$ cat config.mk
export PLATFORM = sky130hd
export DESIGN_NAME = credential_lock_ctrl_flat
export DESIGN_NICKNAME = d
export VERILOG_FILES = /design/src/rtl/credential_lock_ctrl_pkg.sv /design/src/rtl/credential_lock_ctrl_if.sv /design/src/rtl/credential_lock_ctrl_lock_timer.sv /design/src/rtl/credential_lock_ctrl.sv /design/src/flat_wrapper.sv
export SDC_FILE = /design/constraint.sdc
export NUM_CORES = 1
export LEC_CHECK = 0
export ABC_AREA = 1
export BUFFER_PORTS_ARGS = -buffer_cell sky130_fd_sc_hd__buf_2
export CAP_MARGIN = 10
export CORE_UTILIZATION = 45
export CTS_CLUSTER_SIZE = 12
export DETAILED_ROUTE_END_ITERATION = 10
export GPL_ROUTABILITY_DRIVEN = 0
export HOLD_SLACK_MARGIN = 0.06
export PLACE_DENSITY = 0.72
export SLEW_MARGIN = 40
export SYNTH_ARGS = -nofsm -noshare
export SYNTH_HDL_FRONTEND = slang
export SYNTH_HIERARCHICAL = 1
export SYNTH_SLANG_ARGS = --single-unit
$ cat constraint.sdc
create_clock -name clk -period 2.3 [get_ports clk]
set_clock_uncertainty 0.05 [all_clocks]
set_input_delay 0.345 -clock clk [delete_from_list [all_inputs] [get_ports clk]]
set_output_delay 0.345 -clock clk [all_outputs]
set_load 0.1 [all_outputs]
$ cat src/rtl/credential_lock_ctrl_pkg.sv
// Shared types and constants for the credential lock controller.
// Latency: n/a (declarations only).
// Backpressure: n/a.
package credential_lock_ctrl_pkg;

    // ALU opcode field width and the opcodes this block may issue
    localparam int OP_W = 4;
    localparam logic [OP_W-1:0] OP_ADD = 4'd0;
    localparam logic [OP_W-1:0] OP_SUB = 4'd1;
    localparam logic [OP_W-1:0] OP_INC = 4'd13;

    // ALU status vector layout
    localparam int STATUS_W = 5;
    localparam int ZERO_BIT = 4;

    // Failure counter width; holds MAX_TRIES up to 15
    localparam int CNT_W = 4;

    typedef enum logic [2:0] {
        ST_IDLE  = 3'd0,
        ST_ISSUE = 3'd1,
        ST_WAIT  = 3'd2,
        ST_EVAL  = 3'd3,
        ST_GRANT = 3'd4,
        ST_FAIL  = 3'd5,
        ST_LOCK  = 3'd6
    } state_t;

    // Increment that sticks at lim instead of running past it
    function automatic logic [CNT_W-1:0] sat_inc(input logic [CNT_W-1:0] v,
                                                 input logic [CNT_W-1:0] lim);
        return (v >= lim) ? lim : v + 1'b1;
    endfunction

endpackage

$ cat src/rtl/credential_lock_ctrl_if.sv
// Bus bundle between the lock controller, its user and its external ALU.
// Latency: n/a (wires only).
// Backpressure: none; iStart is a single-cycle request sampled only when idle.
interface credential_lock_ctrl_if
    import credential_lock_ctrl_pkg::*;
#(
    parameter int DATA_W = 4
);
    // requests and ALU feedback
    logic                iStart;
    logic [DATA_W-1:0]   ubInputData;
    logic [DATA_W-1:0]   ubCredential;
    logic [STATUS_W-1:0] status;
    logic [DATA_W-1:0]   R;

    // ALU operands and controller status
    logic [DATA_W-1:0]   oA_T;
    logic [DATA_W-1:0]   oB_T;
    logic [OP_W-1:0]     oOp_T;
    logic [CNT_W-1:0]    ubCont;
    logic                vfnLED_On;
    logic                oLocked;
    logic                oBusy;
    logic                oDone;

    // user/ALU side
    modport master (
        output iStart, ubInputData, ubCredential, status, R,
        input  oA_T, oB_T, oOp_T, ubCont, vfnLED_On, oLocked, oBusy, oDone
    );

    // controller side
    modport slave (
        input  iStart, ubInputData, ubCredential, status, R,
        output oA_T, oB_T, oOp_T, ubCont, vfnLED_On, oLocked, oBusy, oDone
    );

endinterface

$ cat src/rtl/credential_lock_ctrl_lock_timer.sv
// Lockout countdown: load sets LOCK_CYCLES-1, enable counts down to 0 and stops.
// Latency: expired reflects the count combinationally; load takes effect next edge.
// Backpressure: none.
module lock_timer #(
    parameter int LOCK_CYCLES = 16
) (
    input  logic clk,
    input  logic rst,
    input  logic load,
    input  logic enable,
    output logic expired
);
    // LOCK_CYCLES-1 is the largest value held, so clog2(LOCK_CYCLES) bits suffice
    localparam int TW = (LOCK_CYCLES > 1) ? $clog2(LOCK_CYCLES) : 1;
    localparam logic [TW-1:0] LOAD_VAL = TW'(LOCK_CYCLES - 1);

    logic [TW-1:0] cnt;

    // Load on lock entry, then count down and hold at zero rather than wrap
    always_ff @(posedge clk or negedge rst) begin
        if (!rst) begin
            cnt <= '0;
        end else if (load) begin
            cnt <= LOAD_VAL;
        end else if (enable && (cnt != '0)) begin
            cnt <= cnt - 1'b1;
        end
    end

    assign expired = (cnt == '0);

endmodule

$ cat src/rtl/credential_lock_ctrl.sv
// Credential check: compares entered code to stored code via an external ALU, locks out after repeated failures.
// Latency: oDone pulses 4 cycles after an accepted iStart (ISSUE, WAIT, EVAL, GRANT/FAIL).
// Backpressure: iStart is accepted only in IDLE; pulses while busy or locked are dropped.
module credential_lock_ctrl
    import credential_lock_ctrl_pkg::*;
#(
    parameter int DATA_W      = 4,
    parameter int MAX_TRIES   = 3,
    parameter int LOCK_CYCLES = 16
) (
    input logic                   clk,
    input logic                   rst,
    credential_lock_ctrl_if.slave bus
);
    localparam logic [CNT_W-1:0] MAX_CNT = CNT_W'(MAX_TRIES);

    state_t state;
    state_t next_state;

    // control strobes from the output decoder
    logic load_ops;
    logic set_grant;
    logic inc_cont;
    logic clr_cont;
    logic clr_all;
    logic timer_load;
    logic timer_en;
    logic lock_clr;
    logic busy;
    logic done;
    logic timer_expired;

    // registered outputs
    logic [DATA_W-1:0] a_q;
    logic [DATA_W-1:0] b_q;
    logic [OP_W-1:0]   op_q;
    logic [CNT_W-1:0]  cont_q;
    logic              led_q;
    logic              locked_q;

    logic zero_flag;
    assign zero_flag = bus.status[ZERO_BIT];

    // The result word and the other flags are not part of the decision
    logic unused_alu;
    assign unused_alu = ^{bus.R, bus.status[3:0]};

    // State register
    always_ff @(posedge clk or negedge rst) begin
        if (!rst) begin
            state <= ST_IDLE;
        end else begin
            state <= next_state;
        end
    end

    // Next-state decode; any unknown encoding falls back to IDLE
    always_comb begin
        next_state = ST_IDLE;
        case (state)
            ST_IDLE:  next_state = (bus.iStart && !locked_q) ? ST_ISSUE : ST_IDLE;
            ST_ISSUE: next_state = ST_WAIT;
            ST_WAIT:  next_state = ST_EVAL;
            ST_EVAL:  next_state = zero_flag ? ST_GRANT : ST_FAIL;
            ST_GRANT: next_state = ST_IDLE;
            ST_FAIL:  next_state = (cont_q == MAX_CNT) ? ST_LOCK : ST_IDLE;
            ST_LOCK:  next_state = timer_expired ? ST_IDLE : ST_LOCK;
            default:  next_state = ST_IDLE;
        endcase
    end

    // Output decode: Moore busy/done plus strobes that update the registered outputs
    always_comb begin
        load_ops   = 1'b0;
        set_grant  = 1'b0;
        inc_cont   = 1'b0;
        clr_cont   = 1'b0;
        clr_all    = 1'b0;
        timer_load = 1'b0;
        timer_en   = 1'b0;
        lock_clr   = 1'b0;
        busy       = 1'b0;
        done       = 1'b0;
        case (state)
            ST_IDLE: begin
                // operands are captured on the accepting edge so they are visible throughout ISSUE
                load_ops = bus.iStart && !locked_q;
            end
            ST_ISSUE, ST_WAIT: begin
                busy = 1'b1;
            end
            ST_EVAL: begin
                busy      = 1'b1;
                set_grant = zero_flag;
                inc_cont  = !zero_flag;
            end
            ST_GRANT: begin
                busy = 1'b1;
                done = 1'b1;
            end
            ST_FAIL: begin
                busy       = 1'b1;
                done       = 1'b1;
                timer_load = (cont_q == MAX_CNT);
            end
            ST_LOCK: begin
                busy     = 1'b1;
                timer_en = 1'b1;
                clr_cont = timer_expired;
                lock_clr = timer_expired;
            end
            default: begin
                clr_all = 1'b1;
            end
        endcase
    end

    // Registered outputs: operands, grant LED, failure count and lock flag
    always_ff @(posedge clk or negedge rst) begin
        if (!rst) begin
            a_q      <= '0;
            b_q      <= '0;
            op_q     <= '0;
            cont_q   <= '0;
            led_q    <= 1'b0;
            locked_q <= 1'b0;
        end else if (clr_all) begin
            a_q      <= '0;
            b_q      <= '0;
            op_q     <= '0;
            cont_q   <= '0;
            led_q    <= 1'b0;
            locked_q <= 1'b0;
        end else begin
            if (load_ops) begin
                a_q   <= bus.ubInputData;
                b_q   <= bus.ubCredential;
                op_q  <= OP_SUB;
                led_q <= 1'b0;
            end
            if (set_grant) begin
                led_q  <= 1'b1;
                cont_q <= '0;
            end else if (inc_cont) begin
                cont_q <= sat_inc(cont_q, MAX_CNT);
            end else if (clr_cont) begin
                cont_q <= '0;
            end
            if (timer_load) begin
                locked_q <= 1'b1;
            end else if (lock_clr) begin
                locked_q <= 1'b0;
            end
        end
    end

    lock_timer #(
        .LOCK_CYCLES (LOCK_CYCLES)
    ) u_lock_timer (
        .clk     (clk),
        .rst     (rst),
        .load    (timer_load),
        .enable  (timer_en),
        .expired (timer_expired)
    );

    assign bus.oA_T      = a_q;
    assign bus.oB_T      = b_q;
    assign bus.oOp_T     = op_q;
    assign bus.ubCont    = cont_q;
    assign bus.vfnLED_On = led_q;
    assign bus.oLocked   = locked_q;
    assign bus.oBusy     = busy;
    assign bus.oDone     = done;

endmodule

$ cat src/flat_wrapper.sv
// flat-port wrapper written by rule: the top's interface ports become plain ports
module credential_lock_ctrl_flat import credential_lock_ctrl_pkg::*;
#(
    parameter int DATA_W      = 4,
    parameter int MAX_TRIES   = 3,
    parameter int LOCK_CYCLES = 16
)
  (clk, rst, bus_iStart, bus_ubInputData, bus_ubCredential, bus_status, bus_R, bus_oA_T, bus_oB_T, bus_oOp_T, bus_ubCont, bus_vfnLED_On, bus_oLocked, bus_oBusy, bus_oDone);
  credential_lock_ctrl_if #(.DATA_W(DATA_W)) bus_i ();
  input logic clk;
  input logic rst;
  input wire logic [$bits(bus_i.iStart)-1:0] bus_iStart;
  input wire logic [$bits(bus_i.ubInputData)-1:0] bus_ubInputData;
  input wire logic [$bits(bus_i.ubCredential)-1:0] bus_ubCredential;
  input wire logic [$bits(bus_i.status)-1:0] bus_status;
  input wire logic [$bits(bus_i.R)-1:0] bus_R;
  output wire logic [$bits(bus_i.oA_T)-1:0] bus_oA_T;
  output wire logic [$bits(bus_i.oB_T)-1:0] bus_oB_T;
  output wire logic [$bits(bus_i.oOp_T)-1:0] bus_oOp_T;
  output wire logic [$bits(bus_i.ubCont)-1:0] bus_ubCont;
  output wire logic [$bits(bus_i.vfnLED_On)-1:0] bus_vfnLED_On;
  output wire logic [$bits(bus_i.oLocked)-1:0] bus_oLocked;
  output wire logic [$bits(bus_i.oBusy)-1:0] bus_oBusy;
  output wire logic [$bits(bus_i.oDone)-1:0] bus_oDone;
  assign bus_i.iStart = bus_iStart;
  assign bus_i.ubInputData = bus_ubInputData;
  assign bus_i.ubCredential = bus_ubCredential;
  assign bus_i.status = bus_status;
  assign bus_i.R = bus_R;
  assign bus_oA_T = bus_i.oA_T;
  assign bus_oB_T = bus_i.oB_T;
  assign bus_oOp_T = bus_i.oOp_T;
  assign bus_ubCont = bus_i.ubCont;
  assign bus_vfnLED_On = bus_i.vfnLED_On;
  assign bus_oLocked = bus_i.oLocked;
  assign bus_oBusy = bus_i.oBusy;
  assign bus_oDone = bus_i.oDone;
  credential_lock_ctrl #(.DATA_W(DATA_W), .MAX_TRIES(MAX_TRIES), .LOCK_CYCLES(LOCK_CYCLES)) u_core (.clk(clk), .rst(rst), .bus(bus_i));
endmodule
==> results of run 1 <==
## flip-flops by register name, summed over array words and instances (netlist names)
name and flops:
u_core/bus.oLocked 1, u_core/state 3, u_core/bus.vfnLED_On 1, u_core/bus.oB_T 4, u_core/u_lock_timer/cnt 4, u_core/bus.ubCont 4
u_core/bus.oA_T 4, u_core/bus.oOp_T 1
## area by class of cell
cell class,instances,area (um2),area share (%)
Clock buffer,3,22.5,1.62
Clock inverter,1,30.0,2.16
Multi-Input combinational cell,89,531,38.1
Inverter,15,56.3,4.04
Timing Repair Buffer,31,165,11.9
Tap cell,30,37.5,2.70
Sequential cell,22,551,39.5
## final timing paths
path | to | slack, ns
max | bus_oBusy | 0.24
min | u_core/state[0]$_DFF_PN0_ | 0.22
max reg2reg | u_core/u_lock_timer/cnt[3]$_DFFE_PN0P_ | 0.65
min reg2reg | u_core/bus.oOp_T[0]$_DFFE_PN0P_ | 0.44
max in group asynchronous | u_core/bus.oB_T[0]$_DFFE_PN0P_ | 1.39
min in group asynchronous | u_core/bus.oB_T[2]$_DFFE_PN0P_ | 0.47
## layer usage
| metal | up-vias | track usage (%) | wire, um |
|---|---|---|---|
| met2 | 23 | 32.5 | 1100 |
| met3 | 2 | 3.11 | 102 |
| li1 | 489 | - | - |
| met1 | 452 | 22.3 | 1030 |
| met5 | - | 0 | 0 |
| met4 | 0 | 9.21 | 15 |
## cells in the mapped netlist, drive strengths merged
library cell,n,share of area [%]
o211ai,1,0.63
ha,2,2.1
nand2,33,12
dfrtp,22,46
conb,1,0.31
nand3,25,15
nand4,12,6.3
nor2,9,4.4
nand3b,1,0.63
o21ai,3,1.9
inv,15,4.7
buf,8,6.0
## cells by family (layout without fill, tap and decap cells)
kind of cell | Yosys count | in the layout | synth area share, %
and+or+nand+nor | 80 | 80 | 38.5
buffers and inverters | 23 | 50 | 10.7
DFF | 22 | 22 | 45.9
AOI/OAI and AO/OA | 4 | 4 | 2.50
adders and majority gates | 2 | 2 | 2.09
other | 1 | 3 | 0.313
## stage by stage
step	util, %	instance area [um2]
final	55.7	1390
after floorplan	-	1210
after global placement	53.2	1330
after detailed placement	53.2	1330
after CTS	55.7	1390
after global routing	55.7	1390
==> impl_metrics.yaml, run 1 <==
placed_design:
  dp_hpwl_mm: 1.73
  place_inst: 186
  dp_worst_setup_slack_ns: 0.583
  portBuffers: 28
clock_network:
  holdBufCountCts: 1
  clkTransAtPathRegs_ns: 0.13
  cts_tree: "yes"
  cts.repair.resized: 0
  cts_max_path_buffers: 2
  clockRootBuffer: "clkbuf_4"
  post_cts_buffers: 0
  clock_sinks: 22
  cts_made_buffers: 3
  clock_latency_ns: 0.30
  htreeDepth: 1
worst_setup_path:
  crit_family: "buffers and inverters"
  worstPathCellList: "nor2_2, buf_4, nand2_1, nand2_1, inv_1, buf_2"
  rr_worst_depth: 8
  start_kind: "register"
  crit_top_cell: "nand2_1"
  crit_start: "u_core/state[1]$_DFF_PN0_"
  worstPathArrival_ns: 1.67
  cpPeakStageDelay_ns: 0.53
  critPathMaxFanout: 11
  crit_cells: 6
  r2r_start: "u_core/state[2]$_DFF_PN0_"
  critPathCaptureType: "primary output"
  critical_path.slowest_cell: "dfrtp_1"
  path_buf_inv: 3
  crit_required_ns: 1.90
  worstSetupPathType: "reg2out"
sta:
  setup_tns_ns: 0
  slew_viol_final: 0
  finalSetupViolCount: 0
  rsz0062_at_grt: "no"
  fin_crit_sh_pct: 89.6
  hold_ws_ns: 0.220
  hold_viol: 0
  finalWorstSetupSlack_ns: 0.240
  max_freq_ghz: 0.485
  post-route-min-period_ns: 2.06
floorplan:
  die_x_um: 53.6
  initial_utilization_pct: 48.0
  core_area_um2: 2500
  die_h_um: 53.6
  num_rows: 18
  ioPinCount: 40
  die_area_um2: 2880
layout:
  finalNonFillerCells: 191
  n_antenna_cell: 0
  nNetsFinal: 184
  drive_above_1_share_pct: 33.5
  n_fill_cell: 242
  layout_common_cells: "nand2_1 (29), buf_2 (28), dfrtp_1 (22), nand3_1 (15), inv_1 (14)"
  mostFrequentLayoutCell: "nand2_1"
  area_delta_synth_final_pct: 16.1
global_route:
  grt.total_usage_pct: 18.7
  first_global_vias: 955
  grt_max_degree: 23
  grt_pass1_wl_mm: 3.89
  grt_remaining_overflow: 0
  grt_antenna_before_repair: 0
yosys:
  netlist_area_um2: 1200
  synth_cell_types: 22
  synthCells: 132
  yosysSeqAreaShare_pct: 45.9
  synth_seq_cells: 22
  synth.avg_cell_area_um2: 9.09
  ys_warn_count: 6
routing:
  wl_per_cell_um: 11.8
  drtPass1Iterations: 4
  finalWirelength_mm: 2.25
  drc_errors: 0
  vias_per_cell: 5.06
  dr_total_vias: 966
  antenna_left: 0
  drtIter0Drc: 20
worst_hold_path:
  worstHoldStart: "bus_status[4]"
  hp-class: "in2reg"
  min_path_cells: 2
outcome:
  outcome: "finished, final reports clean"
flow_run:
  drv_cap: 0
Power of run 1 is not shown: default switching activity piles up to over one toggle a cycle in this logic, so the estimate is an artifact.
==> inputs of run 2 (changes only) <==
--- a/config.mk
+++ b/config.mk
@@ -8,12 +8,12 @@
 export ABC_AREA = 1
 export BUFFER_PORTS_ARGS = -buffer_cell sky130_fd_sc_hd__buf_2
 export CAP_MARGIN = 10
-export CORE_UTILIZATION = 45
+export CORE_UTILIZATION = 35
+export CTS_BUF_LIST = sky130_fd_sc_hd__clkbuf_4 sky130_fd_sc_hd__clkbuf_8 sky130_fd_sc_hd__clkbuf_16
 export CTS_CLUSTER_SIZE = 12
 export DETAILED_ROUTE_END_ITERATION = 10
 export GPL_ROUTABILITY_DRIVEN = 0
 export HOLD_SLACK_MARGIN = 0.06
-export PLACE_DENSITY = 0.72
 export SLEW_MARGIN = 40
 export SYNTH_ARGS = -nofsm -noshare
 export SYNTH_HDL_FRONTEND = slang
==> impl_metrics.yaml, run 2 (synthesized netlist as in run 1, its figures left out) <==
worst_setup_path:
  worstSetupPathType: "reg2out"
  critPathCaptureType: "primary output"
  r2r_slack_ns: 0.64
  rr_worst_depth: 8
  crit_end: "bus_oBusy"
  critPathMaxFanout: 16
  start_kind: "register"
  crit_start: "u_core/state[2]$_DFF_PN0_"
  worstPathArrival_ns: 1.60
  crit_required_ns: 1.90
  r2r_start: "u_core/state[2]$_DFF_PN0_"
  reg2reg_to: "u_core/u_lock_timer/cnt[3]$_DFFE_PN0P_"
global_route:
  grt_remaining_overflow: 0
  grt_pass1_wl_mm: 3.64
  first_global_vias: 858
  grt.total_usage_pct: 13.6
  grt_max_degree: 23
  grt_antenna_before_repair: 0
layout:
  drive_above_1_share_pct: 33.5
  n_fill_cell: 330
  nNetsFinal: 184
  mostFrequentLayoutCell: "nand2_1"
  layout_common_cells: "nand2_1 (29), buf_2 (28), dfrtp_1 (22), nand3_1 (15), inv_1 (14)"
  final_cell_area_um2: 1410
  n_antenna_cell: 0
  area_delta_synth_final_pct: 17.5
placed_design:
  portBuffers: 28
  dp_hpwl_mm: 1.73
  postPlaceCellArea_um2: 1350
clock_network:
  holdBufCountCts: 1
  clkTransAtPathRegs_ns: 0.12
  clock_latency_ns: 0.31
  cts.repair.resized: 0
  clock_sinks: 22
  post_cts_buffers: 0
  clockRootBuffer: "clkbuf_4"
  cts_tree: "yes"
  cts_max_path_buffers: 2
  htreeDepth: 1
  cts_made_buffers: 3
sta:
  setup_tns_ns: 0
  hold_ws_ns: 0.222
  hold_viol: 0
  fin_crit_sh_pct: 86.6
  max_freq_ghz: 0.502
  finalSetupViolCount: 0
  relSlewSlack_pct: 66.3
  rsz0062_at_grt: "no"
  slew_viol_final: 0
  worst_pin_slew_ns: 0.505
  post-route-min-period_ns: 1.99
routing:
  dr_total_vias: 965
  antenna_left: 0
  drtIter0Drc: 49
  vias_per_cell: 4.71
  wl_per_cell_um: 11.4
  drc_errors: 0
  finalWirelength_mm: 2.34
  drtPass1Iterations: 4
worst_hold_path:
  hp-class: "in2reg"
floorplan:
  die_area_um2: 3670
  core_area_um2: 3150
  num_rows: 20
  die_h_um: 60.6
  ioPinCount: 40
  die_x_um: 60.6
  initial_utilization_pct: 38.1
outcome:
  outcome: "finished, final reports clean"
flow_run:
  drv_cap: 0
[run 2: worst min path at each step]
| stage | start | to | slack (ns) | cells past startpoint |
|---|---|---|---|---|
| floorplan | rst | u_core/bus.oA_T[0]$_DFFE_PN0P_ | -0.0006 | 0 |
| global placement | rst | u_core/bus.oOp_T[0]$_DFFE_PN0P_ | 0.29 | 1 |
| detailed placement | rst | u_core/bus.oB_T[2]$_DFFE_PN0P_ | 0.30 | 1 |
| CTS | bus_status[4] | u_core/state[0]$_DFF_PN0_ | 0.20 | 2 |
| global route | bus_ubInputData[2] | u_core/bus.oA_T[2]$_DFFE_PN0P_ | 0.21 | 3 |
| finish | bus_status[4] | u_core/state[0]$_DFF_PN0_ | 0.22 | 2 |
[run 2: per-stage QoR]
stage / setup WS [ns] / util, % / instances
6_report: 0.308 / 44.7 / 205
5_1_grt: 0.223 / 44.7 / 205
4_1_cts: 0.314 / 44.7 / 205
3_5_place_dp: 0.688 / 42.7 / 200
3_3_place_gp: 0.677 / 42.7 / 200
2_1_floorplan: 0.113 / - / 134
[run 2: layout make-up]
type | instances | area [um2] | share of cell area (%)
Inverter | 15 | 56.3 | 3.99
Tap cell | 44 | 55.1 | 3.90
Multi-Input combinational cell | 89 | 531 | 37.6
Timing Repair Buffer | 31 | 165 | 11.7
Clock inverter | 1 | 30.0 | 2.13
Sequential cell | 22 | 551 | 39.0
Clock buffer | 3 | 22.5 | 1.60
[run 2: layer usage]
layer / vias to the layer above / GRT usage [%] / wire length (um)
li1: 487 / - / -
met1: 451 / 15.8 / 1030
met2: 25 / 24.3 / 1210
met3: 2 / 2.56 / 92
met4: 0 / 5.84 / 14
met5: - / 0 / 0
[run 2: worst max-delay path, cell delays in order, from the launching register on]
cell and delay [ns]:
dfrtp_1 0.41, inv_1 0.38, nand2_1 0.10, nand2_1 0.07, inv_1 0.04, buf_2 0.28
Power of run 2 is left out for the same reason.
